<file path="config.mk">
export PLATFORM = sky130hd
export DESIGN_NAME = fifo_wr_arbiter
export DESIGN_NICKNAME = d
export VERILOG_FILES = /design/src/rtl/fifo_arb_pkg.sv /design/src/rtl/fifo_wr_arbiter_rr_pick.sv /design/src/rtl/fifo_wr_arbiter.sv
export SDC_FILE = /design/constraint.sdc
export NUM_CORES = 1
export LEC_CHECK = 0
export ABC_CLOCK_PERIOD_IN_PS = 2000
export BUFFER_PORTS_ARGS = -buffer_cell sky130_fd_sc_hd__buf_2
export CORE_ASPECT_RATIO = 0.5
export CORE_UTILIZATION = 23
export DETAILED_ROUTE_END_ITERATION = 6
export SLEW_MARGIN = 20
export SYNTH_ARGS = -nofsm -noshare
export SYNTH_HDL_FRONTEND = slang
export SYNTH_HIERARCHICAL = 1
export SYNTH_SLANG_ARGS = --single-unit
</file>
<file path="constraint.sdc">
create_clock -name clk -period 2 [get_ports clk]
set_input_delay 0.2 -clock clk [delete_from_list [all_inputs] [get_ports clk]]
set_output_delay 0.2 -clock clk [all_outputs]
set_load 0.02 [all_outputs]
</file>
<file path="src/rtl/fifo_arb_pkg.sv">
// Shared types and constants for the syncfifo write-port arbiter.
package fifo_arb_pkg;

    typedef enum logic {
        IDLE  = 1'b0,
        GRANT = 1'b1
    } arb_state_e;

    localparam int DATA_W_DEF    = 32;
    localparam int MAX_BURST_DEF = 4;

    // Index width that stays at least one bit wide for a single requester.
    function automatic int id_w(input int n);
        return ($clog2(n) < 1) ? 1 : $clog2(n);
    endfunction

endpackage

</file>
<file path="src/rtl/fifo_wr_arbiter_rr_pick.sv">
// Round-robin picker: first set request at or after ptr, wrapping upward.
module rr_pick #(
    parameter int NUM_REQ = 4,
    parameter int ID_W    = 2
) (
    input  logic [NUM_REQ-1:0] req,
    input  logic [ID_W-1:0]    ptr,
    output logic               any,
    output logic [ID_W-1:0]    idx
);

    // Scan from the farthest offset down so the nearest match is written last.
    always_comb begin
        any = |req;
        idx = '0;
        for (int k = NUM_REQ - 1; k >= 0; k--) begin
            if (req[(int'(ptr) + k) % NUM_REQ])
                idx = ID_W'((int'(ptr) + k) % NUM_REQ);
        end
    end

endmodule

</file>
<file path="src/rtl/fifo_wr_arbiter.sv">
// Round-robin burst arbiter sharing the syncfifo write port between producers.
module fifo_wr_arbiter
    import fifo_arb_pkg::*;
#(
    parameter int NUM_REQ   = 4,
    parameter int DATA_W    = DATA_W_DEF,
    parameter int MAX_BURST = MAX_BURST_DEF,
    localparam int ID_W     = id_w(NUM_REQ)
) (
    input  logic                      clk,
    input  logic                      rst,
    input  logic [NUM_REQ-1:0]        req_valid,
    input  logic [NUM_REQ*DATA_W-1:0] req_data,
    output logic [NUM_REQ-1:0]        req_ready,
    input  logic                      fifo_full,
    output logic                      fifo_we,
    output logic [DATA_W-1:0]         fifo_din,
    output logic                      grant_valid,
    output logic [ID_W-1:0]           grant_id
);

    localparam int BCNT_W = $clog2(MAX_BURST + 1);

    arb_state_e        state, state_n;
    logic [ID_W-1:0]   owner, owner_n;
    logic [ID_W-1:0]   rr_ptr, rr_ptr_n;
    logic [BCNT_W-1:0] beat_cnt, beat_cnt_n;

    logic              pick_any;
    logic [ID_W-1:0]   pick_idx;
    logic              xfer;
    logic [ID_W-1:0]   owner_inc;

    rr_pick #(
        .NUM_REQ (NUM_REQ),
        .ID_W    (ID_W)
    ) u_pick (
        .req (req_valid),
        .ptr (rr_ptr),
        .any (pick_any),
        .idx (pick_idx)
    );

    always_ff @(posedge clk or posedge rst) begin
        if (rst) begin
            state    <= IDLE;
            owner    <= '0;
            rr_ptr   <= '0;
            beat_cnt <= '0;
        end else begin
            state    <= state_n;
            owner    <= owner_n;
            rr_ptr   <= rr_ptr_n;
            beat_cnt <= beat_cnt_n;
        end
    end

    assign owner_inc = (owner == ID_W'(NUM_REQ - 1)) ? '0 : owner + 1'b1;

    always_comb begin
        state_n     = state;
        owner_n     = owner;
        rr_ptr_n    = rr_ptr;
        beat_cnt_n  = beat_cnt;
        xfer        = 1'b0;
        fifo_we     = 1'b0;
        fifo_din    = '0;
        req_ready   = '0;
        grant_valid = 1'b0;
        grant_id    = '0;

        case (state)
            IDLE: begin
                if (pick_any) begin
                    owner_n    = pick_idx;
                    beat_cnt_n = '0;
                    state_n    = GRANT;
                end
            end
            GRANT: begin
                grant_valid       = 1'b1;
                grant_id          = owner;
                req_ready[owner]  = !fifo_full;
                xfer              = req_valid[owner] && !fifo_full;
                fifo_we           = xfer;
                if (xfer)
                    fifo_din = req_data[owner*DATA_W +: DATA_W];

                // An idle owner gives up the port even while the FIFO is full.
                if (!req_valid[owner]) begin
                    state_n  = IDLE;
                    rr_ptr_n = owner_inc;
                end else if (xfer) begin
                    if (beat_cnt == BCNT_W'(MAX_BURST - 1)) begin
                        state_n  = IDLE;
                        rr_ptr_n = owner_inc;
                    end else begin
                        beat_cnt_n = beat_cnt + 1'b1;
                    end
                end
            end
            default: state_n = IDLE;
        endcase
    end

endmodule
</file>
==> run_results.csv <==
group,metric,value,unit
run_status,status,"finished, final reports clean",
floorplanning,rows,21,
synthesis,synth_seq_cells,8,
timing,hold_viol_final,0,
timing,finalCriticalPeriod,1.954,ns
timing,finClkSkew,0.004426,ns
synthesis,syn_area_per_cell,11.53,um^2
clock_tree,clk_pin_slew,0.04,ns
worst_setup_path,crit_path_end_kind,"output pin",
final_layout,fin_util,0.4147,
final_layout,mostFrequentLayoutCell,"buf_2",
floorplanning,core_area,0.006858,mm^2
grt,grt_pass1_wl,9.653,mm
worst_setup_path,worstRegToRegCells,5,
timing,finalCritPeriodShare,0.9771,
floorplanning,floorplan.initialDensity,0.2438,
worst_setup_path,critical_path_required,1.80,ns
timing,setup_ws,0.04570,ns
clock_tree,cts_max_path_buffers,2,
detailed_routing,ant_nets,0,
pwr,power_density,1161,mW/mm^2
clock_tree,clock-sinks,8,
grt,track_usage,0.1578,
grt,grt_max_degree,38,
worst_setup_path,cp_cell_sequence,"buf_4 -> buf_12 -> mux4_2 -> and3_1 -> buf_2",
pwr,p_sw_frac,0.4144,
pwr,power.share.sequential,0.098,
floorplanning,io_pins,175,
floorplanning,fp.dieH,62.28,um
pwr,finalPower,3302,uW
worst_setup_path,crit_start,"owner[0]",
placed_design,place_congestion,0.8866,
final_layout,n_fill_cell,682,
clock_tree,root_buffer,"clkbuf_16",
clock_tree,cts_tree,"done",
clock_tree,htreeDepth,1,
final_layout,final_area,0.002844,mm^2
timing,rsz0062_at_grt,"yes",
pwr,power.internal,1934,uW
floorplanning,die_w,122.6,um
detailed_routing,wl_per_cell,15.08,um
final_layout,fin_nets,465,
timing,relSlewSlack,0.7803,
run,maxCapViolCount,0,
min_path,hp-start,"req_valid[2]",
synthesis,ys_seq_area_frac,0.1198,
worst_setup_path,worstSetupPathType,"flop to output pin",
floorplanning,dieArea,0.007633,mm^2
worst_setup_path,crit_path_start_kind,"flop",
worst_setup_path,arrival,1.75,ns
detailed_routing,via_per_inst,4.834,
worst_setup_path,ff2ff_setup_slack,0.25,ns
detailed_routing,drt_first_iter_violations,93,
placed_design,place_ws,0.2569,ns
final_layout,diodes,0,
pwr,p_switching,1368,uW
pwr,clkPwrFrac,0.104,
clock_tree,clkLatencyLatePin,0.23,ns
final_layout,drive_above_1_share,0.6997,
min_path,hold_path_end,"owner[1]",
detailed_routing,dr.pass1.iters,4,
placed_design,hpwlAfterDp,5.064,mm
worst_setup_path,path_max_fanout,9,
grt,grt_pass1_vias,2037,
placed_design,io_buffers,174,
clock_tree,cts_made_buffers,3,
timing,fin_hold_ws,0.4211,ns
synthesis,yosysUniqueCellTypes,28,
worst_setup_path,reg2reg_to,"rr_ptr[1]",
synthesis,syn_area,0.001672,mm^2
timing,max_slew.worst_pin.slew,0.3291,ns
grt,grt_antenna_before_repair,0,
synthesis,netlist_instances,145,
timing,fmax,511.7,MHz
synthesis,ys_warn_count,6,
final_layout,area_growth,70.13,%
synthesis,mappedNetlistNets,286,
detailed_routing,vias,2006,
worst_setup_path,slowest_stage,"mux4_2",
timing,setup_violations,0,
worst_setup_path,max_stage_delay,0.51,ns
final_layout,final_cell_mix,"buf_2 (174), and3_1 (32), mux4_2 (27)",
min_path,hold_class,"primary input to flop",
worst_setup_path,timing.rr.start,"owner[0]",
placed_design,dpl_cell_area,0.002643,mm^2
pwr,vdd_ir_drop_max,0.0003393,V
pwr,leakage,0.001607,uW
detailed_routing,drc,0,
pwr,comb_power_share,0.798,
detailed_routing,routed_wirelength,6.259,mm
grt,overflow,0,
timing,finalMaxSlewViolations,0,
min_path,min_path_cells,4,
[power groups by stage]
stage               Clock [uW]  Sequential (uW)  Combinational (uW)
finish                     344              322                2640
global route               367              335                2880
CTS                        351              333                2420
detailed placement           0              335                2410
global placement             0              329                2360
floorplan                    0              310                1820
[cell type report]
class | instances | area [um^2] | area share
clock buffers | 4 | 78.83 | 0.02772
repair buffers | 189 | 1084 | 0.3810
well taps | 92 | 115.1 | 0.04047
flip-flops and latches | 8 | 201.4 | 0.07083
multi-input cells | 114 | 1335 | 0.4694
inverters | 8 | 30.03 | 0.01056
[cell usage after synthesis]
library cell  instances  area share
a211oi_1              1      0.0045
a211oi_2              1      0.0075
a21oi_1               1      0.0030
a21oi_2               1      0.0052
a31oi_1               1      0.0037
and2_1                4       0.015
and3_1               32        0.12
buf_12                2       0.024
buf_2                 4       0.012
buf_6                 2       0.013
clkbuf_1              7       0.016
dfrtp_1               8        0.12
ha_1                  6       0.045
inv_1                 8       0.018
mux2_2                4       0.027
mux2i_1               5       0.030
mux4_1                6       0.094
mux4_2               27        0.36
nand2_1               7       0.016
nand2b_1              4       0.015
nand3_1               1      0.0030
nand3b_1              1      0.0045
nor2_1                6       0.013
nor2b_1               2      0.0075
nor3b_1               1      0.0045
o221ai_1              1      0.0052
or3_1                 1      0.0037
or4b_1                1      0.0060
[through the flow]
step           setup TNS [ns]  instances
3_5_place_dp                0        403
5_1_grt              -0.04698        415
6_report                    0        415
4_1_cts                     0        408
2_1_floorplan               0        145
3_3_place_gp                0        403
[metal layers]
metal | track usage | routed length (um) | vias to the layer above
li1 | - | - | 940
met1 | 0.1948 | 2575 | 984
met2 | 0.2858 | 3281 | 71
met3 | 0.02574 | 337 | 11
met4 | 0.03506 | 64 | 0
met5 | 0 | 0 | -
[worst max path at each step]
stage	slack, ns	end	cells after the start
2_1_floorplan	0.33	fifo_din[26]	4
3_3_place_gp	0.29	rr_ptr[1]	4
3_5_place_dp	0.26	fifo_din[31]	4
4_1_cts	0.004	fifo_din[31]	4
5_1_grt	-0.01	fifo_din[20]	5
6_report	0.05	fifo_din[27]	5
[sequential cells by signal, indices dropped and copies added, names as in the netlist]
signal    flops
rr_ptr        2
state         1
owner         2
beat_cnt      3
[cell families after synthesis]
kind of cell,Yosys count,share of synthesized area
AO/OA/AOI/OAI,6,0.02919
adder cells (fa/ha/maj),6,0.04491
flip-flops,8,0.1198
buffers and inverters,23,0.08309
multiplexers,42,0.5150
AND/OR/NAND/NOR,60,0.2081
[critical path: cells and delay by family, from the launching register on]
kind,cells,cell delay [ns]
muxes,1,0.51
buffers and inverters,3,0.43
DFF,1,0.37
and+or+nand+nor,1,0.20
[what timing repair did]
action | in CTS | in global routing
hold endpoints to repair | 8 | 0
hold buffers | 1 | 0
endpoints found under the setup margin | 0 | 8
buffers inserted | 0 | 4
gates resized for setup | 0 | 2
Note: power is estimated with default switching activity, not from simulation.
